==> src/rtl/dram_boot_loader.sv <==
`default_nettype none
// ============================================================================
// Module   : dram_boot_loader
// Function : Packs a big-endian byte stream into 16-bit DRAM words and holds
//            the CVP14 in reset until the image is loaded. Define CHECKSUM_EN
//            to require a trailing 16-bit checksum before release.
// Revision : 1.0
// ============================================================================
module dram_boot_loader #(
    parameter logic [15:0] BASE_ADDR = 16'h0000,
    parameter logic [15:0] MAX_WORDS = 16'd4096
) (
    input  logic        Clk1,
    input  logic        Reset,
    input  logic        Start,
    input  logic [7:0]  InByte,
    input  logic        InValid,
    output logic        InReady,
    output logic [15:0] Addr,
    output logic [15:0] MemData,
    output logic        WR,
    output logic        RD,
    output logic        CpuReset,
    output logic        Done,
    output logic        Error
);

    localparam logic [3:0] S_CNT_HI  = 4'd0;
    localparam logic [3:0] S_CNT_LO  = 4'd1;
    localparam logic [3:0] S_DATA_HI = 4'd2;
    localparam logic [3:0] S_DATA_LO = 4'd3;
    localparam logic [3:0] S_WRITE   = 4'd4;
    localparam logic [3:0] S_DONE    = 4'd5;
    localparam logic [3:0] S_ERROR   = 4'd6;
`ifdef CHECKSUM_EN
    localparam logic [3:0] S_CSUM_HI = 4'd7;
    localparam logic [3:0] S_CSUM_LO = 4'd8;
    localparam logic [3:0] S_CHECK   = 4'd9;
    localparam logic [3:0] S_TAIL    = S_CSUM_HI;
`else
    localparam logic [3:0] S_TAIL    = S_DONE;
`endif

    logic [3:0]  state_q, state_d;
    logic [15:0] count_q, idx_q;
    logic [7:0]  hi_q;
    logic        ready_q, wr_q;
    logic [15:0] addr_q, data_q;
`ifdef CHECKSUM_EN
    logic [15:0] sum_q, csum_q;
`endif

    logic        w_xfer, w_ready_d, w_last;
    logic [15:0] w_cnt_new;

    assign w_xfer    = InValid & ready_q;
    assign w_cnt_new = {count_q[15:8], InByte};
    assign w_last    = (idx_q + 16'd1) == count_q;

    // InReady is registered from the next state so the first cycle after reset reads 0.
    assign w_ready_d = (state_d == S_CNT_HI) || (state_d == S_CNT_LO) ||
`ifdef CHECKSUM_EN
                       (state_d == S_CSUM_HI) || (state_d == S_CSUM_LO) ||
`endif
                       (state_d == S_DATA_HI) || (state_d == S_DATA_LO);

    always_ff @(posedge Clk1) begin
        if (!Reset) begin
            state_q <= S_CNT_HI;
        end else begin
            state_q <= state_d;
        end
    end

    always_comb begin
        state_d = state_q;
        case (state_q)
            S_CNT_HI:  if (w_xfer) state_d = S_CNT_LO;
            S_CNT_LO: begin
                if (w_xfer) begin
                    if (w_cnt_new > MAX_WORDS)     state_d = S_ERROR;
                    else if (w_cnt_new == 16'd0)   state_d = S_TAIL;
                    else                           state_d = S_DATA_HI;
                end
            end
            S_DATA_HI: if (w_xfer) state_d = S_DATA_LO;
            S_DATA_LO: if (w_xfer) state_d = S_WRITE;
            S_WRITE:   state_d = w_last ? S_TAIL : S_DATA_HI;
`ifdef CHECKSUM_EN
            S_CSUM_HI: if (w_xfer) state_d = S_CSUM_LO;
            S_CSUM_LO: if (w_xfer) state_d = S_CHECK;
            S_CHECK:   state_d = (csum_q == sum_q) ? S_DONE : S_ERROR;
`endif
            S_DONE,
            S_ERROR:   if (Start) state_d = S_CNT_HI;
            default:   state_d = S_ERROR;
        endcase
    end

    always_comb begin
        InReady  = ready_q;
        WR       = wr_q;
        Addr     = addr_q;
        MemData  = data_q;
        RD       = 1'b0;
        Done     = (state_q == S_DONE);
        Error    = (state_q == S_ERROR);
        CpuReset = (state_q != S_DONE);
    end

    always_ff @(posedge Clk1) begin
        if (!Reset) begin
            count_q <= 16'd0;
            idx_q   <= 16'd0;
            hi_q    <= 8'd0;
            ready_q <= 1'b0;
            wr_q    <= 1'b0;
            addr_q  <= BASE_ADDR;
            data_q  <= 16'd0;
`ifdef CHECKSUM_EN
            sum_q   <= 16'd0;
            csum_q  <= 16'd0;
`endif
        end else begin
            ready_q <= w_ready_d;
            wr_q    <= 1'b0;
            if (w_xfer) begin
                case (state_q)
                    S_CNT_HI:  count_q[15:8] <= InByte;
                    S_CNT_LO:  count_q[7:0]  <= InByte;
                    S_DATA_HI: hi_q          <= InByte;
                    S_DATA_LO: begin
                        wr_q   <= 1'b1;
                        addr_q <= BASE_ADDR + idx_q;
                        data_q <= {hi_q, InByte};
                    end
`ifdef CHECKSUM_EN
                    S_CSUM_HI: csum_q[15:8] <= InByte;
                    S_CSUM_LO: csum_q[7:0]  <= InByte;
`endif
                    default: ;
                endcase
            end
            if (state_q == S_WRITE) begin
                idx_q <= idx_q + 16'd1;
`ifdef CHECKSUM_EN
                sum_q <= sum_q + data_q;
`endif
            end
            if (((state_q == S_DONE) || (state_q == S_ERROR)) && Start) begin
                idx_q <= 16'd0;
`ifdef CHECKSUM_EN
                sum_q <= 16'd0;
`endif
            end
        end
    end

endmodule
`default_nettype wire

==> config.mk <==
export PLATFORM = sky130hd
export DESIGN_NAME = dram_boot_loader
export DESIGN_NICKNAME = d
export VERILOG_FILES = /design/src/rtl/dram_boot_loader.sv
export SDC_FILE = /design/constraint.sdc
export NUM_CORES = 1
export LEC_CHECK = 0
export CAP_MARGIN = 20
export CORE_UTILIZATION = 55
export CTS_CLUSTER_DIAMETER = 80
export DETAILED_ROUTE_END_ITERATION = 10
export GPL_ROUTABILITY_DRIVEN = 0
export GPL_TIMING_DRIVEN = 0
export PLACE_DENSITY = 0.88
export SLEW_MARGIN = 20
export SYNTH_ARGS = -nofsm -noshare
export SYNTH_HDL_FRONTEND = slang
export SYNTH_SLANG_ARGS = --single-unit
==> constraint.sdc <==
create_clock -name Clk1 -period 2.3 [get_ports Clk1]
set_input_delay 0.575 -clock Clk1 [delete_from_list [all_inputs] [get_ports Clk1]]
set_output_delay 0.575 -clock Clk1 [all_outputs]
set_load 0.05 [all_outputs]
==> results.sh, run 1 <==
export IMPL_r2r_start="idx_q[1]$_SDFFE_PP0P_"
export IMPL_crit_path_start="InByte[6]"
export IMPL_swShare_pct=24.7
export IMPL_start_util_pct=58.0
export IMPL_synthCells=468
export IMPL_rr_worst_depth=7
export IMPL_drt_initial_drc_count=309
export IMPL_hold_viol=0
export IMPL_overflow=0
export IMPL_synth_area_um2=3750
export IMPL_vdd_ir_drop_max_mv=0.546
export IMPL_ys_flop_type="dfxtp_1"
export IMPL_drtPass1Iterations=8
export IMPL_yosysSeqAreaShare_pct=41.7
export IMPL_layout_nets=541
export IMPL_crit_path_max_fanout=5
export IMPL_cts_buffers=9
export IMPL_outcome="finished with violations"
export IMPL_synth_edf_count=0
export IMPL_vias=3571
export IMPL_clk_path_buf_depth=2
export IMPL_netlist_area_leader_share_pct=41.7
export IMPL_setup_ws_ps=60.2
export IMPL_regToRegEndpoint="InReady$_SDFF_PN0_"
export IMPL_seqPwrFrac_pct=53.4
export IMPL_max_slew_margin_rel_pct=55.7
export IMPL_routed_wirelength_um=9480
export IMPL_m1WireLength_um=3940
export IMPL_hold_path_end="Addr[9]$_SDFFE_PN0P_"
export IMPL_num_io_pins=50
export IMPL_die_area_um2=7150
export IMPL_grt_pass1_wl_um=15100
export IMPL_comb_power_share_pct=6.8
export IMPL_powerDensity_nw_per_um2=556
export IMPL_clock_fmax_ghz=0.446
export IMPL_grt_pass1_vias=3282
export IMPL_avgRoutedWirePerCell_um=15.5
export IMPL_path_class="in -> reg"
export IMPL_viasPerCell=5.85
export IMPL_htreeDepth=3
export IMPL_gr_usage_all_layers_pct=26.4
export IMPL_grt_max_degree=15
export IMPL_syn_to_final_growth_pct=23.1
export IMPL_synth_top_cell_by_area="dfxtp_1"
export IMPL_num_rows=29
export IMPL_p_switching_mw=0.633
export IMPL_hp_start="Addr[9]$_SDFFE_PN0P_"
export IMPL_skew_ps=8.47
export IMPL_cts_tree="built"
export IMPL_fill_cells=481
export IMPL_die_h_um=84.5
export IMPL_r2r_slack_ps=120
export IMPL_ys_types=60
export IMPL_met2_length_um=4760
export IMPL_worstMarginPinSlew_ps=661
export IMPL_final_cells=610
export IMPL_cp_arrival_ps=2510
export IMPL_ys_warn_count=0
export IMPL_antenna_found_initial=0
export IMPL_diodes=0
export IMPL_p_leak_nw=1.57
export IMPL_fin_crit_ps=2240
export IMPL_pwr_share_clk_pct=39.8
export IMPL_violations="DRC"
export IMPL_clk_pin_slew_ps=80
export IMPL_hpwl_um=6680
export IMPL_p_int_mw=1.93
export IMPL_cts_root_buf="clkbuf_8"
export IMPL_setup_tns_ps=0
export IMPL_finalSetupViolCount=0
export IMPL_holdWs_ps=454
export IMPL_worstPathRequired_ps=2570
export IMPL_syn_avg_cell_area_um2=8.00
export IMPL_met3_length_um=578
export IMPL_detailedPlace_worstSlack_ps=-418
export IMPL_io_buffers=48
export IMPL_p_total_mw=2.56
export IMPL_cp_end_kind="flip-flop"
export IMPL_dp_cells=594
export IMPL_seqCellArea_um2=1560
export IMPL_cp_start_kind="primary input"
export IMPL_ant_nets=0
export IMPL_die_w_um=84.5
export IMPL_core_um2=6460
export IMPL_drcViolationCount=2
export IMPL_drv_cap=0
export IMPL_whs_path_depth=2
export IMPL_min_period_over_period_pct=97.4
export IMPL_yosys_top_cells_area="dfxtp_1, nand2_1, a21oi_1"
export IMPL_hold_class="reg -> reg"
export IMPL_synth_most_common_cell="nand2_1"
export IMPL_netlist_top_cells_count="nand2_1, dfxtp_1, a21oi_1, nand3_1, nor2_1"
export IMPL_dr_max_layer_used="met4"
export IMPL_ctsHoldBuffers=0
export IMPL_clock_latency_ps=350
export IMPL_clkSinkCount=78
export IMPL_ys_async_sr_fraction_pct=0
export IMPL_ys_ff_latch=78
export IMPL_drv_slew=0
export IMPL_drive_above_1_share_pct=12.9
export IMPL_multi_input_area_um2=2070
==> metal layers <==
layer	vias up	global-route usage, %
met2	146	44.8
met3	18	5.70
met1	1695	32.8
li1	1712	-
met5	-	0
met4	0	10.5
==> power by group through the flow <==
stage	clock (mW)	combinational (mW)	sequential [mW]
6_report	1.02	0.174	1.37
5_1_grt	1.08	0.187	1.37
4_1_cts	1.03	0.161	1.37
3_5_place_dp	0	0.158	1.40
3_3_place_gp	0	0.154	1.40
2_1_floorplan	0	0.0952	1.40
==> final cells by class <==
type	count	share of cell area, %
multi-input combinational	350	44.9
buffer	34	3.96
sequential	78	33.8
timing repair buffer	48	10.3
inverter	7	0.651
clock inverter	6	1.49
clock buffer	10	2.77
tap	77	2.09
==> what timing repair did <==
item	in CTS	in global routing
endpoints found under the setup margin	5	43
pin swaps	0	0
cloned	0	0
setup buffers	0	0
gates resized for setup	23	26
==> sequential cells by signal (all words and copies together) (netlist names) <==
register / flops
Addr: 16
InReady: 1
MemData: 16
WR: 1
count_q: 16
hi_q: 8
idx_q: 16
state_q: 4
==> per-stage QoR <==
stage | instance area (µm²) | utilization, %
floorplan | 3760 | -
global route | 4610 | 71.4
detailed placement | 4330 | 67.1
finish | 4610 | 71.4
CTS | 4540 | 70.2
global placement | 4330 | 67.1
==> logic make-up (layout without fill, tap and decap cells) <==
| kind of cell | count (synthesis) | after routing | share of synthesized area [%] |
|---|---|---|---|
| DFF | 78 | 78 | 41.7 |
| AOI/OAI and AO/OA | 85 | 85 | 13.6 |
| other | 1 | 2 | 0.100 |
| adders and majority gates | 2 | 2 | 0.601 |
| and+or+nand+nor | 224 | 224 | 30.2 |
| xor gates and xnor gates | 34 | 34 | 7.95 |
| buffers and inverters | 41 | 105 | 5.04 |
| muxes | 3 | 3 | 0.835 |
==> worst max-delay path by stage <==
stage | endpoint | slack [ps] | depth (start not counted)
after floorplan | Done | 150 | 5
after global placement | Done | -400 | 6
after detailed placement | Done | -420 | 6
after CTS | InReady$_SDFF_PN0_ | 30 | 7
after global routing | Done | -20 | 6
final | InReady$_SDFF_PN0_ | 60 | 7
==> critical path, cell delays in order <==
cell and delay (ps):
clkdlybuf4s50_1 560, nor4_4 390, a31o_1 190, a31oi_1 110
a2111oi_2 380, nand2_1 120, a41oi_2 180
==> cell usage in the layout (no fill, tap or decap), types with 4 or more instances in the layout <==
master / n
o21ai_0: 6
nor4_4: 4
xor2_1: 16
nand3_1: 33
dfxtp_1: 78
clkbuf_2: 6
buf_4: 8
clkdlybuf4s50_1: 44
buf_2: 9
nor2_1: 29
nand4_1: 7
clkbuf_1: 10
xnor2_1: 18
nor2b_1: 7
inv_1: 6
a21oi_1: 58
nor4_1: 5
nand2_1: 107
clkbuf_8: 9
(Power assumes the default switching activity.)
==> inputs of run 2 (changes only) <==
ABC_AREA = 1   (was default)
CORE_UTILIZATION = 59   (was 55)
PLACE_DENSITY = 0.93   (was 0.88)
SLEW_MARGIN = default   (was 20)
clock period = 2.65 ns   (was 2.3 ns; I/O delays follow)
==> results.sh, run 2 <==
export IMPL_grt_pass1_wl_um=16200
export IMPL_synth_most_common_cell="nand2_1"
export IMPL_outcome="complete, no violations"
export IMPL_setup_tns_ps=0
export IMPL_cp_end_kind="flip-flop"
export IMPL_synth_area_um2=3670
export IMPL_r2r_slack_ps=520
export IMPL_routed_wirelength_um=10300
export IMPL_finalSetupViolCount=0
export IMPL_worstMarginPinSlew_ps=788
export IMPL_start_util_pct=61.6
export IMPL_synth_edf_count=0
export IMPL_final_cells=671
export IMPL_yosysSeqAreaShare_pct=42.6
export IMPL_syn_avg_cell_area_um2=6.90
export IMPL_cts_buffers=9
export IMPL_ys_types=32
export IMPL_max_slew_margin_rel_pct=47.4
export IMPL_rr_worst_depth=10
export IMPL_overflow=0
export IMPL_cp_start_kind="primary input"
export IMPL_ant_nets=0
export IMPL_synthCells=531
export IMPL_clk_path_buf_depth=2
export IMPL_vias=3950
export IMPL_p_int_mw=1.80
export IMPL_antenna_found_initial=0
export IMPL_cts_tree="built"
export IMPL_gr_usage_all_layers_pct=32.9
export IMPL_drt_initial_drc_count=400
export IMPL_drtPass1Iterations=9
export IMPL_powerDensity_nw_per_um2=545
export IMPL_dp_cells=655
export IMPL_final_common_cell="nand2_1"
export IMPL_drcViolationCount=0
export IMPL_met3_length_um=871
export IMPL_num_rows=28
export IMPL_die_area_um2=6530
export IMPL_num_io_pins=50
export IMPL_whs_path_depth=2
export IMPL_skew_ps=13.3
export IMPL_min_period_over_period_pct=91.2
export IMPL_drv_cap=0
export IMPL_crit_path_max_fanout=10
export IMPL_syn_to_final_growth_pct=22.1
export IMPL_clk_pin_slew_ps=90
export IMPL_grt_max_degree=16
export IMPL_fin_crit_ps=2420
export IMPL_rsz0062_at_grt="no"
export IMPL_seqPwrFrac_pct=49.6
export IMPL_hold_viol=0
export IMPL_swShare_pct=26.4
export IMPL_io_buffers=48
export IMPL_clock_latency_ps=370
export IMPL_netlist_area_leader_share_pct=42.6
export IMPL_p_switching_mw=0.643
export IMPL_drv_slew=0
export IMPL_pwr_share_clk_pct=42.4
export IMPL_core_um2=5960
export IMPL_ys_async_sr_fraction_pct=0
export IMPL_avgRoutedWirePerCell_um=15.4
export IMPL_hpwl_um=7330
export IMPL_cp_arrival_ps=2740
export IMPL_p_leak_nw=1.67
export IMPL_ys_flop_type="dfxtp_1"
export IMPL_diodes=0
export IMPL_path_class="in -> reg"
export IMPL_die_h_um=80.8
export IMPL_drive_above_1_share_pct=6.21
export IMPL_yosys_top_cells_area="dfxtp_1, nand2_1, nand3_1"
export IMPL_met2_length_um=4950
export IMPL_hold_class="reg -> reg"
export IMPL_ys_warn_count=0
export IMPL_final_cell_mix="nand2_1, dfxtp_1, nand3_1"
export IMPL_clock_fmax_ghz=0.414
export IMPL_cts_root_buf="clkbuf_8"
export IMPL_dr_max_layer_used="met4"
export IMPL_die_w_um=80.8
export IMPL_synth_top_cell_by_area="dfxtp_1"
export IMPL_netlist_top_cells_count="nand2_1, dfxtp_1, nand3_1, a21oi_1, inv_1"
export IMPL_ys_ff_latch=78
export IMPL_grt_pass1_vias=3578
export IMPL_htreeDepth=3
export IMPL_layout_nets=604
export IMPL_m1WireLength_um=4040
export IMPL_clkSinkCount=78
export IMPL_viasPerCell=5.89
export IMPL_vdd_ir_drop_max_mv=0.386
export IMPL_worstPathRequired_ps=2970
export IMPL_comb_power_share_pct=8.1
export IMPL_fill_cells=425
run 2: changes by cell type after synthesis, sizes merged, moves of 10 or more:
cell   delta
xnor2    -18
nor4     -10
nand2    +22
o21ai    +18
xor2     -15
nor2b    -10
nand3    +40
inv      +46
buf      -15
a21oi    +11
nor2     +15
run 2: metrics by stage:
stage | setup slack, ps | utilization [%] | power, mW | instance area, µm² | hold WS [ps]
CTS | 7.01 | 75.1 | 2.43 | 4470 | 464
finish | 232 | 75.1 | 2.44 | 4480 | 465
global route | 116 | 75.1 | 2.50 | 4480 | 479
floorplan | 201 | - | 1.35 | 3670 | 442
global placement | -4.84 | 71.3 | 1.42 | 4240 | 447
detailed placement | -57.7 | 71.3 | 1.42 | 4240 | 452
run 2: kinds of logic (layout without fill, tap and decap cells):
kind of cell,Yosys count,count (layout),synth area share (%)
compound gates,107,107,15.4
simple gates,266,266,32.8
flops,78,78,42.6
xor+xnor,2,2,0.853
buf+inv,76,140,7.92
other cells,1,2,0.102
fa+ha+maj,1,1,0.341
run 2: final timing paths:
kind                               from                endpoint
hold reg to reg    Addr[1]$_SDFFE_PN0P_    Addr[1]$_SDFFE_PN0P_
setup / recovery                  Reset  idx_q[14]$_SDFFE_PP0P_
setup reg to reg  idx_q[0]$_SDFFE_PP0P_      InReady$_SDFF_PN0_
hold / removal     Addr[1]$_SDFFE_PN0P_    Addr[1]$_SDFFE_PN0P_
run 2: metal layers:
layer / up-vias / track usage [%]
met4: 0 / 23.8
met2: 220 / 55.3
met3: 50 / 7.53
met1: 1808 / 36.5
met5: - / 0
li1: 1872 / -
run 2: final cells by class:
| type | instances | area [µm²] | area share [%] |
|---|---|---|---|
| clock buffer | 9 | 124 | 2.77 |
| inverter | 54 | 203 | 4.53 |
| sequential | 78 | 1560 | 34.9 |
| clock inverter | 7 | 104 | 2.32 |
| multi-input combinational | 378 | 1820 | 40.6 |
| timing repair buffer | 48 | 484 | 10.8 |
| buffer | 22 | 87.6 | 1.96 |
| tap | 75 | 93.8 | 2.10 |
run 2: power by group through the flow:
stage | clock, mW | sequential [mW] | combinational [mW]
global route | 1.07 | 1.21 | 0.212
CTS | 1.03 | 1.21 | 0.191
detailed placement | 0 | 1.24 | 0.188
floorplan | 0 | 1.24 | 0.119
finish | 1.03 | 1.21 | 0.197
global placement | 0 | 1.24 | 0.181
run 2: worst max-delay path, cell delays in order:
cell and delay, ps:
clkdlybuf4s50_1 620, inv_2 190, a21oi_1 650, inv_2 270, a21oi_1 170, o21ai_0 90
inv_1 70
run 2: what timing repair did:
item                       in CTS  in global routing
buffers inserted                0                  0
hold buffers                    0                  0
resized for setup               1                  2
pin swaps                       0                  0
setup endpoints to repair       1                  2
